**config.mk**
```make
export PLATFORM = sky130hd
export DESIGN_NAME = stats_frame_tx
export DESIGN_NICKNAME = d
export VERILOG_FILES = /design/src/rtl/stats_frame_tx.sv
export SDC_FILE = /design/constraint.sdc
export NUM_CORES = 1
export LEC_CHECK = 0
export ABC_AREA = 1
export BUFFER_PORTS_ARGS = -buffer_cell sky130_fd_sc_hd__clkbuf_2
export CAP_MARGIN = 25
export CORE_MARGIN = 5
export CORE_UTILIZATION = 55
export DETAILED_ROUTE_END_ITERATION = 8
export GPL_TIMING_DRIVEN = 0
export PLACE_DENSITY = 0.83
export SLEW_MARGIN = 30
export SYNTH_ARGS = -nofsm -noshare
export SYNTH_HDL_FRONTEND = slang
export SYNTH_SLANG_ARGS = --single-unit
export TNS_END_PERCENT = 30
```
**constraint.sdc**
```tcl
create_clock -name clk -period 6.1 [get_ports clk]
set_input_delay 0.61 -clock clk [delete_from_list [all_inputs] [get_ports clk]]
set_output_delay 0.61 -clock clk [all_outputs]
set_load 0.01 [all_outputs]
```
**src/rtl/stats_frame_tx.sv**
```systemverilog
// stats_frame_tx
// Collects up to MAX_N 8-bit samples and, on start, presents a frame on a
// slow parallel output (one word held for HOLD_CYCLES clocks each):
//   header = sample count, then samples 0..count-1, then {6'b0, mode}.
// Ports:
//   clk, rst_n          clock, async active-low reset
//   wr_en, wr_data      append a sample (IDLE only, dropped when full)
//   clr                 empty the buffer (IDLE only, wins over wr_en)
//   mode, start         start a frame; mode latched at start
//   word, word_valid    presented word, pulse on first cycle of each word
//   busy, done          frame in progress, one-cycle pulse at frame end
//   count, full         number of stored samples, count == MAX_N
module stats_frame_tx #(
    parameter int unsigned HOLD_CYCLES = 1000000000,
    parameter int unsigned MAX_N       = 10
) (
    input  logic       clk,
    input  logic       rst_n,
    input  logic       wr_en,
    input  logic [7:0] wr_data,
    input  logic       clr,
    input  logic [1:0] mode,
    input  logic       start,
    output logic [7:0] word,
    output logic       word_valid,
    output logic       busy,
    output logic       done,
    output logic [3:0] count,
    output logic       full
);

    typedef enum logic [1:0] {IDLE, HDR, DATA, MODE} state_t;

    localparam logic [3:0]  MAXC   = 4'(MAX_N);
    localparam logic [31:0] RELOAD = 32'(HOLD_CYCLES - 1);

    state_t      state, nstate;
    logic [7:0]  smp [MAX_N];
    logic [31:0] timer, n_timer;
    logic [3:0]  idx, n_idx;
    logic [3:0]  lat_cnt, n_lat_cnt;
    logic [1:0]  lat_mode, n_lat_mode;
    logic [3:0]  n_count;
    logic [7:0]  n_word;
    logic        n_wv, n_done, smp_we;

    assign busy = (state != IDLE);
    assign full = (count == MAXC);

    // State and all output registers; reset clears everything but the
    // sample storage, whose contents are meaningless once count is 0.
    always_ff @(posedge clk or negedge rst_n) begin
        if (!rst_n) begin
            state      <= IDLE;
            timer      <= '0;
            idx        <= '0;
            lat_cnt    <= '0;
            lat_mode   <= '0;
            count      <= '0;
            word       <= '0;
            word_valid <= 1'b0;
            done       <= 1'b0;
        end else begin
            state      <= nstate;
            timer      <= n_timer;
            idx        <= n_idx;
            lat_cnt    <= n_lat_cnt;
            lat_mode   <= n_lat_mode;
            count      <= n_count;
            word       <= n_word;
            word_valid <= n_wv;
            done       <= n_done;
        end
    end

    always_ff @(posedge clk) begin
        if (smp_we) smp[count] <= wr_data;
    end

    always_comb begin
        nstate     = state;
        n_timer    = timer;
        n_idx      = idx;
        n_lat_cnt  = lat_cnt;
        n_lat_mode = lat_mode;
        n_count    = count;
        n_word     = word;
        n_wv       = 1'b0;
        n_done     = 1'b0;
        smp_we     = 1'b0;

        case (state)
            IDLE: begin
                n_word = '0;
                // start beats both clr and wr_en; an empty buffer makes start a no-op
                if (start && count != '0) begin
                    nstate     = HDR;
                    n_lat_cnt  = count;
                    n_lat_mode = mode;
                    n_word     = {4'b0, count};
                    n_wv       = 1'b1;
                    n_timer    = RELOAD;
                    n_idx      = '0;
                end else if (clr) begin
                    n_count = '0;
                end else if (wr_en && count < MAXC) begin
                    smp_we  = 1'b1;
                    n_count = count + 4'd1;
                end
            end
            default: begin
                if (timer != '0) begin
                    n_timer = timer - 32'd1;
                end else begin
                    // word boundary: move on and reload the hold timer
                    n_timer = RELOAD;
                    n_wv    = 1'b1;
                    case (state)
                        HDR: begin
                            nstate = DATA;
                            n_word = smp[0];
                            n_idx  = 4'd1;
                        end
                        DATA: begin
                            if (idx == lat_cnt) begin
                                nstate = MODE;
                                n_word = {6'b0, lat_mode};
                            end else begin
                                n_word = smp[idx];
                                n_idx  = idx + 4'd1;
                            end
                        end
                        default: begin
                            nstate  = IDLE;
                            n_word  = '0;
                            n_wv    = 1'b0;
                            n_done  = 1'b1;
                            n_timer = '0;
                        end
                    endcase
                end
            end
        endcase
    end

endmodule

```
After elaboration in Yosys (flattened, before gate mapping)

Memory sizes are Yosys's and may differ from the RTL's.
Index checks and enable logic that the tools add are counted.

Memories kept: 1
Bits of input ports: 15
Logic and storage cells: 70
Memory bits (writable): 80
Register bits after elaboration: 58
Output and inout bits: 16

Mux-type cells: 34
Bitwise logic cells: 1
Reductions and logical operators: 13
Equal/unequal tests: 8
Add/subtract/negate cells: 3
$lt $le $gt $ge: 1

Memories:

| memory | words | width | rd ports | clocked after memory_dff | write ports | RTL line | RTL |
|---|---|---|---|---|---|---|---|
| smp    | 10    | 8     | 2        | 0                        | 1           | 38       | `logic [7:0] smp [MAX_N];` |

Operator list:

| operator                                               | number |
|---|---|
| 2-to-1 mux 32 bit                                      | 3 |
| nonzero test 32 bit                                    | 1 |
| subtractor 32 x 1 -> 32 bit (second input constant)    | 1 |
| 2-to-1 mux 30 bit                                      | 1 |
| 2-to-1 mux 4 bit                                       | 7 |
| 2-to-1 mux 8 bit                                       | 3 |
| case mux 8 bit (2 select lines)                        | 1 |
| 2-to-1 mux 1 bit                                       | 13 |
| adder 4 x 1 -> 4 bit (second input constant)           | 2 |
| 2-to-1 mux 2 bit                                       | 4 |
| case mux 4 bit (2 select lines)                        | 1 |
| inequality test 3 x 2 -> 1 bit (second input constant) | 2 |
| AND reduction 3 bit                                    | 2 |
| == test 4 bit                                          | 1 |
| == test 4 bit (second input constant)                  | 1 |
| < comparator 4 bit (second input constant)             | 1 |
| case mux 2 bit (2 select lines)                        | 1 |
| AND reduction 4 bit                                    | 1 |
| nonzero test 2 bit                                     | 2 |
| nonzero test 4 bit                                     | 1 |
| nonzero test 3 bit                                     | 1 |
| == test 2 x 1 -> 1 bit (second input constant)         | 1 |
| == test 2 bit (second input constant)                  | 1 |
| logical AND 1 bit                                      | 2 |
| other kinds (6)                                        | 6 |

Depth between registers and ports, before layout

Depth in word-level cells: 8
Mapped depth: 13
Gate-level depth less buffers: 12

Least setup slack after synthesis

Ideal clock, no wire load.

Path kind: reg-to-reg
From: register count[0]
To: memory smp[4][0], enable pin
Clock period less this slack: 2.261 ns
Arrival time: 1.878 ns
Library setup time: 0.383 ns
Slack: 3.839 ns
Data required time: 5.717 ns
Buffers on the path: 0
Cell stages (with the launch flop): 9
Cells stage by stage: dfrtp_1 -> inv_1 -> ha_1 -> nand2_1 -> nand2_1 -> nand2_1 -> inv_2 -> nand2_1 -> nor3_1

Word-level cells in the longest chain between the ends: 8
Elaborated cells between the ends (all ways): 10
Classes of those cells: order compare: 1; mux: 6; reduce/logical: 3

Ends and longest elaborated chain:

| what                                   | RTL line | RTL |
|---|---|---|
| start, declared                        | 28       | `output logic [3:0] count,` |
| start signal, assigned                 | 69       | `count <= n_count;` |
| < comparator 4 bit                     | 106      | `end else if (wr_en && count < MAXC) begin` |
| logical AND 1 bit                      | 106      |  |
| 2-to-1 mux 1 bit                       | 106      |  |
| 2-to-1 mux 1 bit                       | 104      | `end else if (clr) begin` |
| 2-to-1 mux 1 bit                       | 96       | `if (start && count != '0) begin` |
| 2-to-1 mux 1 bit                       | 92       | `case (state)` |
| 2-to-1 mux 1 bit                       | 77       | `if (smp_we) smp[count] <= wr_data;` |
| 2-to-1 mux 1 bit (implied by the code) | 77       |  |
| end, declared                          | 38       |  |

Several ways; a longest one is shown, not always the timed one.

Worst setup path in the final report

From: register count[1]
To: memory smp[4][5], enable pin

The elaborated chain is that of the path after synthesis.

==> results.toml <==
[run]
drv_cap = 0

[clock_tree]
cts_root_buffer = "clkbuf_16"
cts_resized = 0
cts_buffers = 17
clockBufferDepth = 2
clock_sinks = 138
path_clk_slew_ps = 60
worstSkewPairLatency_ps = 430
cts_tree = "built"
h-tree-depth = 4
hold_buffers = 0
post-cts-setup-buffer-count = 0

[timing]
rsz0062_at_grt = "false"
timing.final.max_slew_violations = 0
worstMarginPinSlew_ps = 859
timing.final.ws_setup_ps = 3300
hold_viol = 0
period_share = 0.459
slew_headroom = 0.425
setup-tns-final_ps = 0
fmax_mhz = 357
hold_slack_ps = 99.7
setup_viol = 0
clock-skew-final_ps = 7.16
period_minus_slack_ps = 2800

[floorplan]
start_util = 0.566
die_w_um = 122
coreArea_mm2 = 0.0122
dieArea_mm2 = 0.0148
die_y_um = 122
io_pins = 31
num_rows = 40

[synthesis]
yosysTopAreaCell = "edfxtp_1"
syn_inst = 789
synth_edf_count = 80
synth_top_cell_area_share = 0.349
synthTopCellsByCount = "nand2_1 (218), nor2_1 (119), edfxtp_1 (80)"
syn_area_mm2 = 0.00688
ys.flop_type = "edfxtp_1"
syn_area_per_cell_um2 = 8.72
yosysSeqAreaShare = 0.560
synth.most_common_cell = "nand2_1"
synth-async-reset-ratio = 0.420
ys_ff_latch = 138
yosysWarnings = 0
ys_types = 37
synth_nets = 814
synth.top_cells.by_area = "edfxtp_1 (35%), dfrtp_1 (21%), nand2_1 (12%), nor2_1 (6.5%), inv_1 (3.8%)"

[grt]
grt_use_total = 0.242
grt-ovfl-total = 0
antenna_found_initial = 0
grt_pass1_vias = 5415
grt_pass1_wl_um = 27300
grt_max_degree = 38

[finish]
antenna_cells = 0
finalNetCount = 864
utilization = 0.648
area_delta_synth_final_pct = 14.6
drive_gt1_frac = 0.138

[detailed_routing]
drcViolationCount = 0
via_count = 5711
drt-vias-per-instance = 5.60
firstDrtPassIters = 5
drt_iter0_markers = 554
drt-total-wl_um = 17000
drtAntennaViolNets = 0
wire_per_inst_um = 16.7

[placement]
hpwlAfterDp_um = 11400
place_ws_ps = 3350
gp_congestion = 0.908
io_buffer_count = 30

[setup_path]
critPathLaunchType = "flip-flop"
timing.rr.start = "count[1]"
end_kind = "flip-flop"
rr_worst_depth = 8
startpoint = "count[1]"
worstSetupPathType = "reg -> reg"
worstReg2RegEnd = "smp[4][5]"
cp_slowest_cell = "nor3_2"
path_common_cell = "nand2_1"
arrival_ps = 2860
rrSetupSlack_ps = 3300
critical_path.endpoint = "smp[4][5]"
worst-path-max-fanout = 10
path_cells = "inv_1 > ha_1 > nand2_1 > nand2_1 > nand2_1 > inv_2 > nand2_1 > nor3_2"
critPathMaxStageDelay_ps = 730
required_ps = 6160

[power_and_ir_drop]
max-vdd-ir-drop_mv = 0.255
fin_total_pwr_mw = 3.49
power.density_mw_per_mm2 = 443
leakagePower_nw = 3.48

[outcome]
outcome = "finished, final reports clean"

[hold_path]
hold_class = "in -> async"
[area by class of cell]
cell class	instances	area (um2)
timing repair buffer	31	173
clock buffer	19	443
fill	943	4280
tap	168	210
buffer	21	109
clock inverter	13	141
inverter	78	293
sequential	138	3850
multi-input combinational	552	2660
[logic make-up after synthesis]
logic type / Yosys count / synth area share
fa+ha+maj: 10 / 0.0182
flops: 138 / 0.560
simple gates: 434 / 0.270
xor+xnor: 13 / 0.0165
compound gates: 95 / 0.0769
buf+inv: 99 / 0.0584
[registers in the layout (all words and copies together), names as in the netlist]
register	flops
smp	80
count	4
idx	4
done	1
word_valid	1
word	8
lat_cnt	4
lat_mode	2
timer	32
state	2
[where the power goes]
group | switching (mW) | internal, mW | leakage [nW]
sequential | 0.125 | 1.12 | 1.43
combinational | 0.850 | 0.365 | 1.76
clock | 0.410 | 0.616 | 0.283
total | 1.38 | 2.10 | 3.48
[per-stage QoR]
stage / cells / instance area (um2)
finish: 1020 / 7880
global route: 1020 / 7880
CTS: 1020 / 7880
detailed placement: 988 / 7300
global placement: 987 / 7240
floorplan: 789 / 6880
[layer usage]
layer	track usage	share of wire	up-vias
met5	0	0	-
met4	0.0875	0.021	0
met3	0.0571	0.086	43
met2	0.385	0.48	310
met1	0.326	0.41	2680
li1	-	-	2678
[cell usage in the layout (no fill, tap or decap), types with 7 or more instances in the layout]
cell         n
nand2_1    218
nor2_1     119
edfxtp_1    80
inv_1       70
dfrtp_1     58
nand3_1     52
o21ai_0     41
clkbuf_2    29
clkbuf_16   17
a21oi_1     16
o21ai_1     15
buf_2       12
xor2_1      10
ha_1        10
nor2_2       8
inv_2        7
nor3_2       7
clkbuf_1     7
[worst min-delay path by stage]
| stage | start | cells after the start | slack, ps | endpoint |
|---|---|---|---|---|
| floorplan | rst_n | 0 | 310 | count[0] |
| global placement | word[5] | 2 | 470 | word[5] |
| detailed placement | word[5] | 2 | 470 | word[5] |
| CTS | rst_n | 1 | 110 | timer[30] |
| global route | rst_n | 1 | 120 | timer[30] |
| finish | rst_n | 1 | 100 | timer[30] |
[worst max-delay path: cells and delay by family, from the launching register on]
family / cells / cell delay, ps
adder cells (fa/ha/maj): 1 / 220
flip-flops: 1 / 450
AND/OR/NAND/NOR: 5 / 1400
buffers and inverters: 2 / 340
No activity file was read; power rests on OpenSTA's default activity.
